$ cat config.mk
export PLATFORM = sky130hd
export DESIGN_NAME = prog_loader_ctrl
export DESIGN_NICKNAME = d
export VERILOG_FILES = /design/src/rtl/prog_loader_ctrl.sv
export SDC_FILE = /design/constraint.sdc
export NUM_CORES = 1
export LEC_CHECK = 0
export ABC_AREA = 1
export BUFFER_PORTS_ARGS = -buffer_cell sky130_fd_sc_hd__buf_2
export CORE_MARGIN = 5
export CORE_UTILIZATION = 55
export CTS_CLUSTER_DIAMETER = 50
export DETAILED_ROUTE_END_ITERATION = 8
export PLACE_DENSITY_LB_ADDON = 0.3
export SLEW_MARGIN = 20
export SYNTH_ARGS = -nofsm -noshare
export SYNTH_HDL_FRONTEND = slang
export SYNTH_SLANG_ARGS = --single-unit
$ cat constraint.sdc
create_clock -name clk -period 2.3 [get_ports clk]
set_clock_uncertainty 0.2 [all_clocks]
set_input_delay 0.23 -clock clk [delete_from_list [all_inputs] [get_ports clk]]
set_output_delay 0.23 -clock clk [all_outputs]
set_load 0.03 [all_outputs]
$ cat src/rtl/prog_loader_ctrl.sv
// prog_loader_ctrl: streams a counted byte program into instruction memory, then releases the CPU from reset
module prog_loader_ctrl #(
    parameter int ADDR_W     = 8,
    parameter int RST_CYCLES = 4
) (
    input  logic              clk,
    input  logic              reset,
    input  logic              start,
    input  logic [7:0]        byte_in,
    input  logic              byte_valid,
    output logic              byte_ready,
    output logic              ProgMode,
    output logic [ADDR_W-1:0] Addr_Prog,
    output logic [31:0]       Data_Prog,
    output logic              prog_we,
    output logic              cpu_reset,
    output logic              busy,
    output logic [ADDR_W:0]   words_loaded
);
    typedef enum logic [2:0] {IDLE, COUNT, BYTE, WRITE, RELEASE, RUN} state_t;

    state_t            state, state_nx;
    logic [ADDR_W-1:0] idx, n_last;
    logic [1:0]        byte_cnt;
    logic [23:0]       asm_q;
    logic [7:0]        rel_cnt;
    logic              accept, last_word, rel_done;

    assign byte_ready = state == COUNT || state == BYTE;
    assign accept     = byte_valid && byte_ready;
    assign last_word  = idx == n_last;
    assign rel_done   = rel_cnt == 8'(RST_CYCLES - 1);
    assign prog_we    = state == WRITE;
    assign ProgMode   = state == RUN;
    assign cpu_reset  = state != RUN;
    assign busy       = state != IDLE && state != RUN;

    always_ff @(posedge clk or negedge reset) begin
        if (!reset) state <= IDLE;
        else        state <= state_nx;
    end

    always_comb begin
        state_nx = state;
        case (state)
            IDLE, RUN: state_nx = start ? COUNT : state;
            COUNT:     state_nx = accept ? BYTE : COUNT;
            BYTE:      state_nx = (accept && byte_cnt == 2'd3) ? WRITE : BYTE;
            WRITE:     state_nx = last_word ? RELEASE : BYTE;
            RELEASE:   state_nx = rel_done ? RUN : RELEASE;
            default:   state_nx = IDLE;
        endcase
    end

    // n_last holds N-1 so a count byte of 0 naturally selects the full 2^ADDR_W space
    always_ff @(posedge clk or negedge reset) begin
        if (!reset) begin
            idx          <= '0;
            n_last       <= '0;
            byte_cnt     <= '0;
            asm_q        <= '0;
            rel_cnt      <= '0;
            Addr_Prog    <= '0;
            Data_Prog    <= '0;
            words_loaded <= '0;
        end else begin
            case (state)
                IDLE, RUN: if (start) begin
                    words_loaded <= '0;
                    byte_cnt     <= '0;
                end
                COUNT: if (accept) begin
                    n_last   <= (byte_in == 8'd0) ? '1 : ADDR_W'(byte_in - 8'd1);
                    idx      <= '0;
                    byte_cnt <= '0;
                end
                BYTE: if (accept) begin
                    byte_cnt <= byte_cnt + 2'd1;
                    if (byte_cnt == 2'd3) begin
                        Addr_Prog <= idx;
                        Data_Prog <= {asm_q, byte_in};
                    end else begin
                        asm_q <= {asm_q[15:0], byte_in};
                    end
                end
                WRITE: begin
                    words_loaded <= words_loaded + (ADDR_W+1)'(1);
                    rel_cnt      <= '0;
                    if (!last_word) idx <= idx + ADDR_W'(1);
                end
                RELEASE: rel_cnt <= rel_cnt + 8'd1;
                default: ;
            endcase
        end
    end
endmodule

==> metrics.md, run 1 <==
| Metric | Value |
|---|---|
| Worst min-delay path category | in2reg |
| Fin. max-slew vios | 0 |
| Fin cells | 700 |
| Post-CTS Hold Buffers | 8 |
| #FFs+latches synth | a little over 100 |
| Post-synth top area cell | dfrtp_1 |
| Max Fclk | between 0.4 and 0.5 GHz |
| Crit-path max FO | 17 |
| Drt wl/cell | between 10 and 15 µm |
| Worst setup margin | 0.214 ns |
| Clock root cell | clkbuf_8 |
| Avg Inst Size Synth | roughly 8.8 µm² |
| DP Worst Slack | around 0.49 ns |
| Final Hold Vio Count | 0 |
| Async set or reset register ratio after synthesis | 100% |
| Synthesis Warnings | 0 |
| Die Wd | around 100 µm |
| Core Region | 8180 µm² |
| Dpl cells | just under 700 |
| Max-cap violations | 0 |
| CTS tree | done |
| Slew @ Worst Pin | about 0.51 ns |
| Height of the chip | approximately 100 µm |
| First-pass iteration count of the detailed router | 5 |
| Mapped Area | roughly 4600 µm² |
| RR Startpoint | state[0]$_DFFE_PN0N_ |
| Critical Path AT | about 1.7 ns |
| Hpwl dp | around 7100 µm |
| Layout net count | between 600 and 700 |
| RSZ-0062 raised after global routing | false |
| IO Count | between 60 and 70 |
| Layout cells sized above 1 | between 15 and 20% |
| Initial antenna violation count | 0 |
| Vias per cell | around 5.2 |
| First-pass GRT wire length | approximately 17000 µm |
| # DRC | 0 |
| GRT Overall Usage | 20.2% |
| Crit path time final | 2.09 ns |
| Worst setup SP type | flop |
| WHS | about 0.0064 ns |
| Total power per unit cell area | roughly 1100 nW/µm² |
| Top FF cell, synth | dfrtp_1 |
| Maximum vdd drop | between 400 and 500 µV |
| Post-synth top area share | ~56% |
| Latest clock arrival within the worst-skew pair | between 0.3 and 0.4 ns |
| CTS Buffer Depth | 2 |
| Slew HR | 66.1% |
| Final WL | around 10000 µm |
| CTS clk-pin slew, worst paths | ~0.090 ns |
| Crit path from | state[0]$_DFFE_PN0N_ |
| Status | completed |
| Total CTS buffers | 9 |
| Synthesized Nets | 536 |
| Post-CTS sizing | 0 |
| R2r worst-path depth | 7 |
| Initial Util | a little under three fifths |
| Post-synth EDFFs | 0 |
| CP endpoint kind | output port |
| H-Tree Level Count | 3 |
| Die ar. | slightly above 10000 µm² |
| Sink Count | slightly above 100 |
| RePlAce Congestion | ~0.87 |
| Fin crit share | 90.7% |
| Worst EP required | 1.87 ns |
| R2r setup slk | 0.49 ns |
| Input/output buffers | 65 |
| Syn-to-layout area delta | 15.2% |
| N_diodes | 0 |
| Post-Synthesis Cells | between 500 and 600 |
| Row count | 33 |
| Seq/Total Area, Yosys | about 56% |
| Lkg Pwr | between 2 and 3 nW |
| Crit Path Class | reg2out |
| Critical Path End | prog_we |
| Pin count of the biggest net entering global routing | 71 |
| Synth cell types | 29 |
| Final setup fails | 0 |
| 1st-iter DRT viols | roughly 240 |
| Vias in the first global route | 3566 |
| Setup_tns | 0 ns |
| R2R Path End | idx[5]$_DFFE_PN0P_ |
| Total power | 0.00583 W |
| Vias | between 3000 and 4000 |
| DRT antenna net count | 0 |
| Fill cell count | 697 |
| Total global routing overflow | 0 |
| Post-CTS setup buffer count | 0 |
| Synth top area cells | dfrtp_1 (56%), nand2_1 (11%), o21ai_0 (5.3%) |
[cell families after synthesis]
logic type / count (synthesis) / synth area share (%)
simple gates: 219 / 20.0
compound gates: 91 / 10.6
fa+ha+maj: 6 / 1.64
buf+inv: 78 / 7.12
mux: 10 / 2.46
xor+xnor: 12 / 2.30
flops: 102 / 55.8
[state kept, by name, summed over array words and instances (netlist names)]
| name | cells |
|---|---|
| Data_Prog | 32 |
| asm_q | 24 |
| words_loaded | 9 |
| Addr_Prog | 8 |
| idx | 8 |
| n_last | 8 |
| rel_cnt | 8 |
| state | 3 |
| byte_cnt | 2 |
[Yosys cell counts, types with 4 or more instances]
master    number
nand2_1      129
dfrtp_1      102
inv_1         58
o21ai_0       48
nand3_1       39
nor2_1        35
o21ai_1       17
a21oi_1       15
mux2_2        10
clkbuf_1       8
xnor2_1        7
ha_1           6
nand4_1        6
buf_2          5
xor2_1         5
o21ai_2        4
[cells in the final DEF (no fill, tap or decap), types with 9 or more instances in the layout]
cell	synthesis	routed
nand2_1	129	129
mux2_2	10	10
nand3_1	39	39
dfrtp_1	102	102
o21ai_1	17	17
a21oi_1	15	15
clkbuf_8	0	9
inv_1	58	58
buf_2	5	64
nor2_1	35	35
o21ai_0	48	48
[layout make-up]
| cell class | count | area, µm² | area share, % |
|---|---|---|---|
| sequential | 102 | 2550 | 48.5 |
| timing repair buffer | 78 | 470 | 8.93 |
| inverter | 61 | 229 | 4.35 |
| clock buffer | 9 | 124 | 2.35 |
| tap | 105 | 131 | 2.49 |
| clock inverter | 7 | 66.3 | 1.26 |
| multi-input combinational | 338 | 1690 | 32.1 |
[worst min-delay path by stage]
stage,start,endpoint,slack [ns],cells after the start
2_1_floorplan,reset,Addr_Prog[0]$_DFFE_PN0P_,-0.27,0
3_3_place_gp,reset,asm_q[10]$_DFFE_PN0P_,0.009,1
3_5_place_dp,reset,asm_q[10]$_DFFE_PN0P_,0.01,1
4_1_cts,byte_in[1],n_last[3]$_DFFE_PN0P_,0.01,3
5_1_grt,byte_in[1],n_last[3]$_DFFE_PN0P_,0.02,3
6_report,byte_in[6],n_last[6]$_DFFE_PN0P_,0.006,3
[stage by stage]
stage	utilization [%]	instance area [µm²]
after floorplan	-	4570
after global placement	61.1	5000
after detailed placement	61.1	5000
after CTS	64.4	5270
after global routing	64.4	5270
final	64.4	5270
[metal layers]
metal / share of wire [%] / GRT usage [%]
met1: 45 / 27.9
met2: 48 / 32.6
met3: 5.4 / 4.82
met4: 1.3 / 5.21
met5: 0 / 0
[worst max-delay path, cell delays in order, from the launching register on]
cell and delay, ns:
dfrtp_1 0.39, inv_1 0.11, nor2_1 0.18, nand2_1 0.12, inv_2 0.24, buf_2 0.26
[power by group]
part | leakage, nW | internal [W] | switching [W] | total, W
clock network | 0.0953 | 0.000420 | 0.000670 | 0.00109
registers | 1.36 | 0.00232 | 0.000342 | 0.00266
logic | 1.32 | 0.000649 | 0.00143 | 0.00208
total | 2.77 | 0.00338 | 0.00245 | 0.00583
No activity file was read; power rests on OpenSTA's default activity.
==> run 2, diff against run 1 <==
--- a/config.mk
+++ b/config.mk
@@ -8,7 +8,7 @@
 export ABC_AREA = 1
 export BUFFER_PORTS_ARGS = -buffer_cell sky130_fd_sc_hd__buf_2
 export CORE_MARGIN = 5
-export CORE_UTILIZATION = 55
+export CORE_UTILIZATION = 51
 export CTS_CLUSTER_DIAMETER = 50
 export DETAILED_ROUTE_END_ITERATION = 8
 export PLACE_DENSITY_LB_ADDON = 0.3
==> constraint.sdc (replaced) <==
create_clock -name clk -period 1.7 [get_ports clk]
set_clock_uncertainty 0.2 [all_clocks]
set_input_delay 0.17 -clock clk [delete_from_list [all_inputs] [get_ports clk]]
set_output_delay 0.17 -clock clk [all_outputs]
set_load 0.03 [all_outputs]
==> metrics.md, run 2 (synthesized netlist as in run 1, its figures left out) <==
| Metric | Value |
|---|---|
| Worst setup margin | -0.0896 ns (was 0.214 ns) |
| Final WL | 12000 µm (was 9720 µm) |
| Largest Register | Data_Prog (unchanged) |
| Row count | 34 (was 33) |
| Syn-to-layout area delta | 31.6% (was 15.2%) |
| DRT antenna net count | 0 (unchanged) |
| Most frequent cells in the layout | nand2_1 (108), dfrtp_1 (99), buf_2 (59) (was nand2_1 (129), dfrtp_1 (102), buf_2 (64)) |
| Height of the chip | 105 µm (was 101 µm) |
| Die ar. | 11000 µm² (was 10200 µm²) |
| Core Region | 8720 µm² (was 8180 µm²) |
| Hpwl dp | 7510 µm (was 7140 µm) |
| Max Fclk | around 0.56 GHz |
| Initial antenna violation count | 0 (unchanged) |
| Total global routing overflow | 0 (unchanged) |
| 1st-iter DRT viols | 288 (was 235) |
| Pin count of the biggest net entering global routing | 37 (was 71) |
| Vias in the first global route | 3763 (was 3566) |
| Worst setup SP type | flop (unchanged) |
| Maximum vdd drop | 766 µV (was 455 µV) |
| Commonest non-fill, non-tap cell in the layout | nand2_1 (unchanged) |
| Final Hold Vio Count | 0 (unchanged) |
| DP Worst Slack | -0.0439 ns (was 0.486 ns) |
| Crit-path max FO | 6 (was 17) |
| Input/output buffers | 65 (unchanged) |
| GRT Overall Usage | 20.7% (was 20.2%) |
| Final setup fails | 53 (was 0) |
| Total power | 0.00875 W (was 0.00583 W) |
| Status | finished with violations (was completed) |
| H-Tree Level Count | 3 (unchanged) |
| Total power per unit cell area | 1450 nW/µm² (was 1110 nW/µm²) |
| Failing checks | setup timing |
| Layout net count | 655 (was 608) |
| # DRC | 0 (unchanged) |
| Clock root cell | clkbuf_8 (unchanged) |
| Crit path time final | between 1.5 and 2 ns |
| CP endpoint kind | flop (was output port) |
| Largest regs | Data_Prog (32), asm_q (24), words_loaded (9) (unchanged) |
| Fin crit share | 105% |
| First-pass iteration count of the detailed router | 5 (unchanged) |
| Drt wl/cell | 16.0 µm (was 13.9 µm) |
| CTS clk-pin slew, worst paths | 0.11 ns (was 0.09 ns) |
| Setup_tns | -2.27 ns (was 0 ns) |
| RePlAce Congestion | 0.805 (was 0.871) |
| IO Count | 66 (unchanged) |
| Worst min-delay path category | in2async (was in2reg) |
| Die Wd | 105 µm (was 101 µm) |
| Slew @ Worst Pin | 0.371 ns (was 0.509 ns) |
| Max-cap violations | 0 (unchanged) |
| Lkg Pwr | 3.09 nW (was 2.77 nW) |
| First-pass GRT wire length | 18500 µm (was 16600 µm) |
| Worst EP required | 1.78 ns (was 1.87 ns) |
| Vias | 4015 (was 3654) |
| RSZ-0062 raised after global routing | true (was false) |
| Total CTS buffers | 9 (unchanged) |
| Vias per cell | 5.35 (was 5.22) |
| Latest clock arrival within the worst-skew pair | 0.38 ns (about the same) |
| Crit Path Class | reg2reg (was reg2out) |
| RR Startpoint | state[0]$_DFFE_PN0N_ (unchanged) |
| Crit path from | state[0]$_DFFE_PN0N_ (unchanged) |
| CTS tree | done (unchanged) |
| Max reg flops | 32 (unchanged) |
| N_diodes | 0 (unchanged) |
| Initial Util | 52.4% (was 55.9%) |
| Critical Path AT | 1.87 ns (was 1.66 ns) |
| Sink Count | 102 (unchanged) |
| CTS Buffer Depth | 2 (unchanged) |
| Fin. max-slew vios | 0 (unchanged) |
| Slew HR | 75.3% (was 66.1%) |
| Layout cells sized above 1 | 31.6% (was 18.3%) |
-- run 2: cell count changes in the layout (fill, tap and decap cells not counted), sizes merged --
cell / change
inv: -2
buf: +32
dlygate4sd3: +7
clkbuf: +4
or2: +4
clkinvlp: +2
-- run 2: layout make-up --
cell class                 count  area, µm²
clock inverter                 6       53.8
fill                         628       2710
inverter                      61        233
multi-input combinational    342       1930
timing repair inverter         1       5.00
clock buffer                  10        128
sequential                   102       2560
tap                          108        135
timing repair buffer         120        975
-- run 2: routing by layer --
layer | part of all wire [%] | wire length (µm) | global-route usage, % | vias to the layer above
met5 | 0 | 0 | 0 | -
met4 | 2.5 | 295 | 7.76 | 0
met3 | 6.6 | 795 | 5.12 | 28
met2 | 49 | 5920 | 32.2 | 125
met1 | 42 | 5000 | 28.2 | 1948
li1 | - | - | - | 1914
-- run 2: critical path: stages (launching register included) --
cell and delay [ns]:
dfrtp_1 0.42, buf_6 0.13, nor2_4 0.09, nand2_4 0.08, nor2_4 0.16, nand2_4 0.13
clkbuf_16 0.19, mux2_4 0.29
-- run 2: what timing repair did --
| action | 4_1_cts | 5_1_grt |
|---|---|---|
| setup buffers | 7 | 5 |
| pin swaps | 3 | 9 |
| setup endpoints to repair | 39 | 82 |
| gates cloned | 3 | 6 |
| hold buffers | 15 | 0 |
| hold endpoints to repair | 126 | 0 |
| gates resized for setup | 33 | 82 |
-- run 2: final timing paths --
path,slack [ns],cells past startpoint,to
max in group asynchronous,0.71,3,idx[0]$_DFFE_PN0P_
min in group clk,0.08,4,n_last[1]$_DFFE_PN0P_
min reg2reg,0.30,2,Data_Prog[12]$_DFFE_PN0P_
max reg2reg,-0.09,7,Data_Prog[30]$_DFFE_PN0P_
min,0.04,2,Data_Prog[30]$_DFFE_PN0P_
max,-0.09,7,Data_Prog[30]$_DFFE_PN0P_
-- run 2: where the power goes --
| part | internal [W] | leakage (nW) | switching (W) |
|---|---|---|---|
| Clock | 0.000560 | 0.0894 | 0.000908 |
| Sequential | 0.00314 | 1.35 | 0.000519 |
| Combinational | 0.00133 | 1.65 | 0.00229 |
| Total | 0.00503 | 3.09 | 0.00372 |
-- run 2: per-stage QoR --
step | cells | utilization [%] | hold WS (ns) | instance area, µm²
detailed placement | 699 | 59.3 | -0.0872 | 5170
global placement | 699 | 59.3 | -0.0875 | 5170
global route | 750 | 69.0 | 0.0691 | 6020
finish | 750 | 69.0 | 0.0371 | 6020
floorplan | 518 | - | -0.326 | 4570
CTS | 739 | 65.0 | 0.0385 | 5670
==> run 3, diff against run 2 <==
--- a/config.mk
+++ b/config.mk
@@ -11,6 +11,8 @@
 export CORE_UTILIZATION = 51
 export CTS_CLUSTER_DIAMETER = 50
 export DETAILED_ROUTE_END_ITERATION = 8
+export GPL_TIMING_DRIVEN = 0
+export HOLD_SLACK_MARGIN = 0.03
 export PLACE_DENSITY_LB_ADDON = 0.3
 export SLEW_MARGIN = 20
 export SYNTH_ARGS = -nofsm -noshare
==> metrics.md, run 3 (synthesized netlist as in run 1, its figures left out) <==
| Metric | Value |
|---|---|
| First-pass GRT wire length | 18900 µm (was 18500 µm) |
| Clock root cell | clkbuf_8 (unchanged) |
| # DRC | 0 (unchanged) |
| Largest Register | Data_Prog (unchanged) |
| Most frequent cells in the layout | nand2_1 (107), dfrtp_1 (97), buf_2 (62) (was nand2_1 (108), dfrtp_1 (99), buf_2 (59)) |
| RR Startpoint | state[0]$_DFFE_PN0N_ (unchanged) |
| Row count | 34 (unchanged) |
| Sink Count | 102 (unchanged) |
| Failing checks | setup timing (unchanged) |
| N_diodes | 0 (unchanged) |
| Crit path from | state[0]$_DFFE_PN0N_ (unchanged) |
| Setup_tns | -2.84 ns (was -2.27 ns) |
| R2r setup slk | -0.1 ns (was -0.09 ns) |
| Vias per cell | 5.24 (was 5.35) |
| RSZ-0062 raised after global routing | true (unchanged) |
| Critical Path AT | 1.87 ns (about the same) |
| Max-cap violations | 0 (unchanged) |
| Final Hold Vio Count | 0 (unchanged) |
| RePlAce Congestion | 0.833 (was 0.805) |
| Status | finished with violations (unchanged) |
| Largest regs | Data_Prog (32), asm_q (24), words_loaded (9) (unchanged) |
| Total power | 0.00910 W (was 0.00875 W) |
| DRT antenna net count | 0 (unchanged) |
| CTS tree | done (unchanged) |
| Worst setup SP type | flop (unchanged) |
| CTS clk-pin slew, worst paths | 0.11 ns (about the same) |
| Final core occ | 67.7% (was 69.0%) |
| Crit path time final | 1.80 ns (was 1.79 ns) |
| Total power per unit cell area | 1540 nW/µm² (was 1450 nW/µm²) |
| WHS | 0.0580 ns (was 0.0371 ns) |
| Crit-path max FO | 8 (was 6) |
| First-pass iteration count of the detailed router | 6 (was 5) |
| Layout net count | 645 (was 655) |
| Total CTS buffers | 9 (unchanged) |
| Fin. max-slew vios | 0 (unchanged) |
| GRT Overall Usage | 21.0% (was 20.7%) |
| Maximum vdd drop | 929 µV (was 766 µV) |
| Final WL | 11100 µm (was 12000 µm) |
| Commonest non-fill, non-tap cell in the layout | nand2_1 (unchanged) |
| Die ar. | 11000 µm² (unchanged) |
| Latest clock arrival within the worst-skew pair | 0.38 ns (about the same) |
| R2r worst-path depth | 10 (was 7) |
| Worst min-delay path category | in2async (unchanged) |
| R2R Path End | asm_q[9]$_DFFE_PN0P_ (was Data_Prog[30]$_DFFE_PN0P_) |
| Max reg flops | 32 (unchanged) |
| Worst EP required | 1.77 ns (was 1.78 ns) |
| Final setup fails | 38 (was 53) |
| Input/output buffers | 65 (unchanged) |
| Slew HR | 72.3% (was 75.3%) |
| Vias in the first global route | 3944 (was 3763) |
| H-Tree Level Count | 3 (unchanged) |
| Slew @ Worst Pin | 0.416 ns (was 0.371 ns) |
| Initial Util | 52.4% (unchanged) |
| Total global routing overflow | 0 (unchanged) |
| Worst setup margin | -0.0992 ns (was -0.0896 ns) |
| 1st-iter DRT viols | 213 (was 288) |
| Lkg Pwr | 3.02 nW (was 3.09 nW) |
| Layout cells sized above 1 | 29.9% (was 31.6%) |
| Drt wl/cell | 15.0 µm (was 16.0 µm) |
| Pin count of the biggest net entering global routing | 61 (was 37) |
| Syn-to-layout area delta | 29.2% (was 31.6%) |
| Crit Path Class | reg2reg (unchanged) |
| CTS Buffer Depth | 2 (unchanged) |
| Vias | 3878 (was 4015) |
| Critical Path End | asm_q[9]$_DFFE_PN0P_ (was Data_Prog[30]$_DFFE_PN0P_) |
| DP Worst Slack | -0.161 ns (was -0.0439 ns) |
| CP endpoint kind | flop (unchanged) |
| Max Fclk | 0.556 GHz (was 0.559 GHz) |
| Initial antenna violation count | 0 (unchanged) |
| Core Region | 8720 µm² (unchanged) |
| Fill cell count | 662 (was 628) |
| Hpwl dp | 7360 µm (was 7510 µm) |
| Fin crit share | 106% (was 105%) |
| IO Count | 66 (unchanged) |
| Height of the chip | 105 µm (unchanged) |
| Die Wd | 105 µm (unchanged) |
run 3: cell types whose count changed in the layout (fill, tap and decap cells not counted), sizes merged:
cell,change
or2,-4
inv,+2
buf,-2
bufinv,+1
clkinvlp,-2
dlygate4sd3,-2
clkinv,-1
clkbuf,-2
run 3: per-stage QoR:
stage | cells | instance area (µm²)
finish | 740 | 5900
CTS | 732 | 5700
floorplan | 518 | 4570
global placement | 691 | 5030
detailed placement | 692 | 5060
global route | 740 | 5900
run 3: metal layers:
layer  wire [µm]  global-route usage [%]  vias up
met5           0                       0        -
met4         195                    8.31        0
met3         675                    4.13       17
met2        5410                    33.2      124
met1        4840                    28.6     1841
li1            -                       -     1896
run 3: worst max-delay path, stage by stage, from the launching register on:
cell and delay, ns:
dfrtp_1 0.42, buf_6 0.13, nor2_4 0.07, nand2_2 0.08, nor2_4 0.11, inv_2 0.04, or2_4 0.24, buf_12 0.15
buf_8 0.13, nand2_1 0.06, o21ai_1 0.07
run 3: cell type report:
type / count / area [µm²] / share of cell area, %
Buffer: 15 / 163 / 2.75
Clock buffer: 9 / 124 / 2.10
Clock inverter: 7 / 91.3 / 1.55
Inverter: 61 / 231 / 3.92
Multi-Input combinational cell: 338 / 1880 / 31.8
Sequential cell: 102 / 2560 / 43.3
Tap cell: 108 / 135 / 2.29
Timing Repair Buffer: 100 / 723 / 12.2
run 3: where the power goes:
part,total [W],internal (W),switching [W]
Combinational,0.00379,0.00149,0.00230
Clock,0.00164,0.000719,0.000923
Sequential,0.00366,0.00314,0.000526
Total,0.00910,0.00535,0.00375
run 3: timing repair:
action | 4_1_cts | 5_1_grt
resized for setup | 58 | 80
cloned | 2 | 0
hold buffers | 13 | 0
pin swaps | 3 | 4
buffers inserted | 11 | 8
endpoints found under the setup margin | 72 | 103
endpoints found under the hold margin | 136 | 0
run 3: worst min-delay path by stage:
stage               start  cells after the start                        end  slack (ns)
3_3_place_gp   byte_in[0]                      2      n_last[0]$_DFFE_PN0P_        0.20
3_5_place_dp        reset                      1  Data_Prog[29]$_DFFE_PN0P_       -0.08
5_1_grt             reset                      2  Data_Prog[28]$_DFFE_PN0P_         0.1
4_1_cts             reset                      2  Data_Prog[29]$_DFFE_PN0P_        0.07
2_1_floorplan       reset                      0   Addr_Prog[0]$_DFFE_PN0P_       -0.33
6_report            reset                      2  Data_Prog[29]$_DFFE_PN0P_        0.06
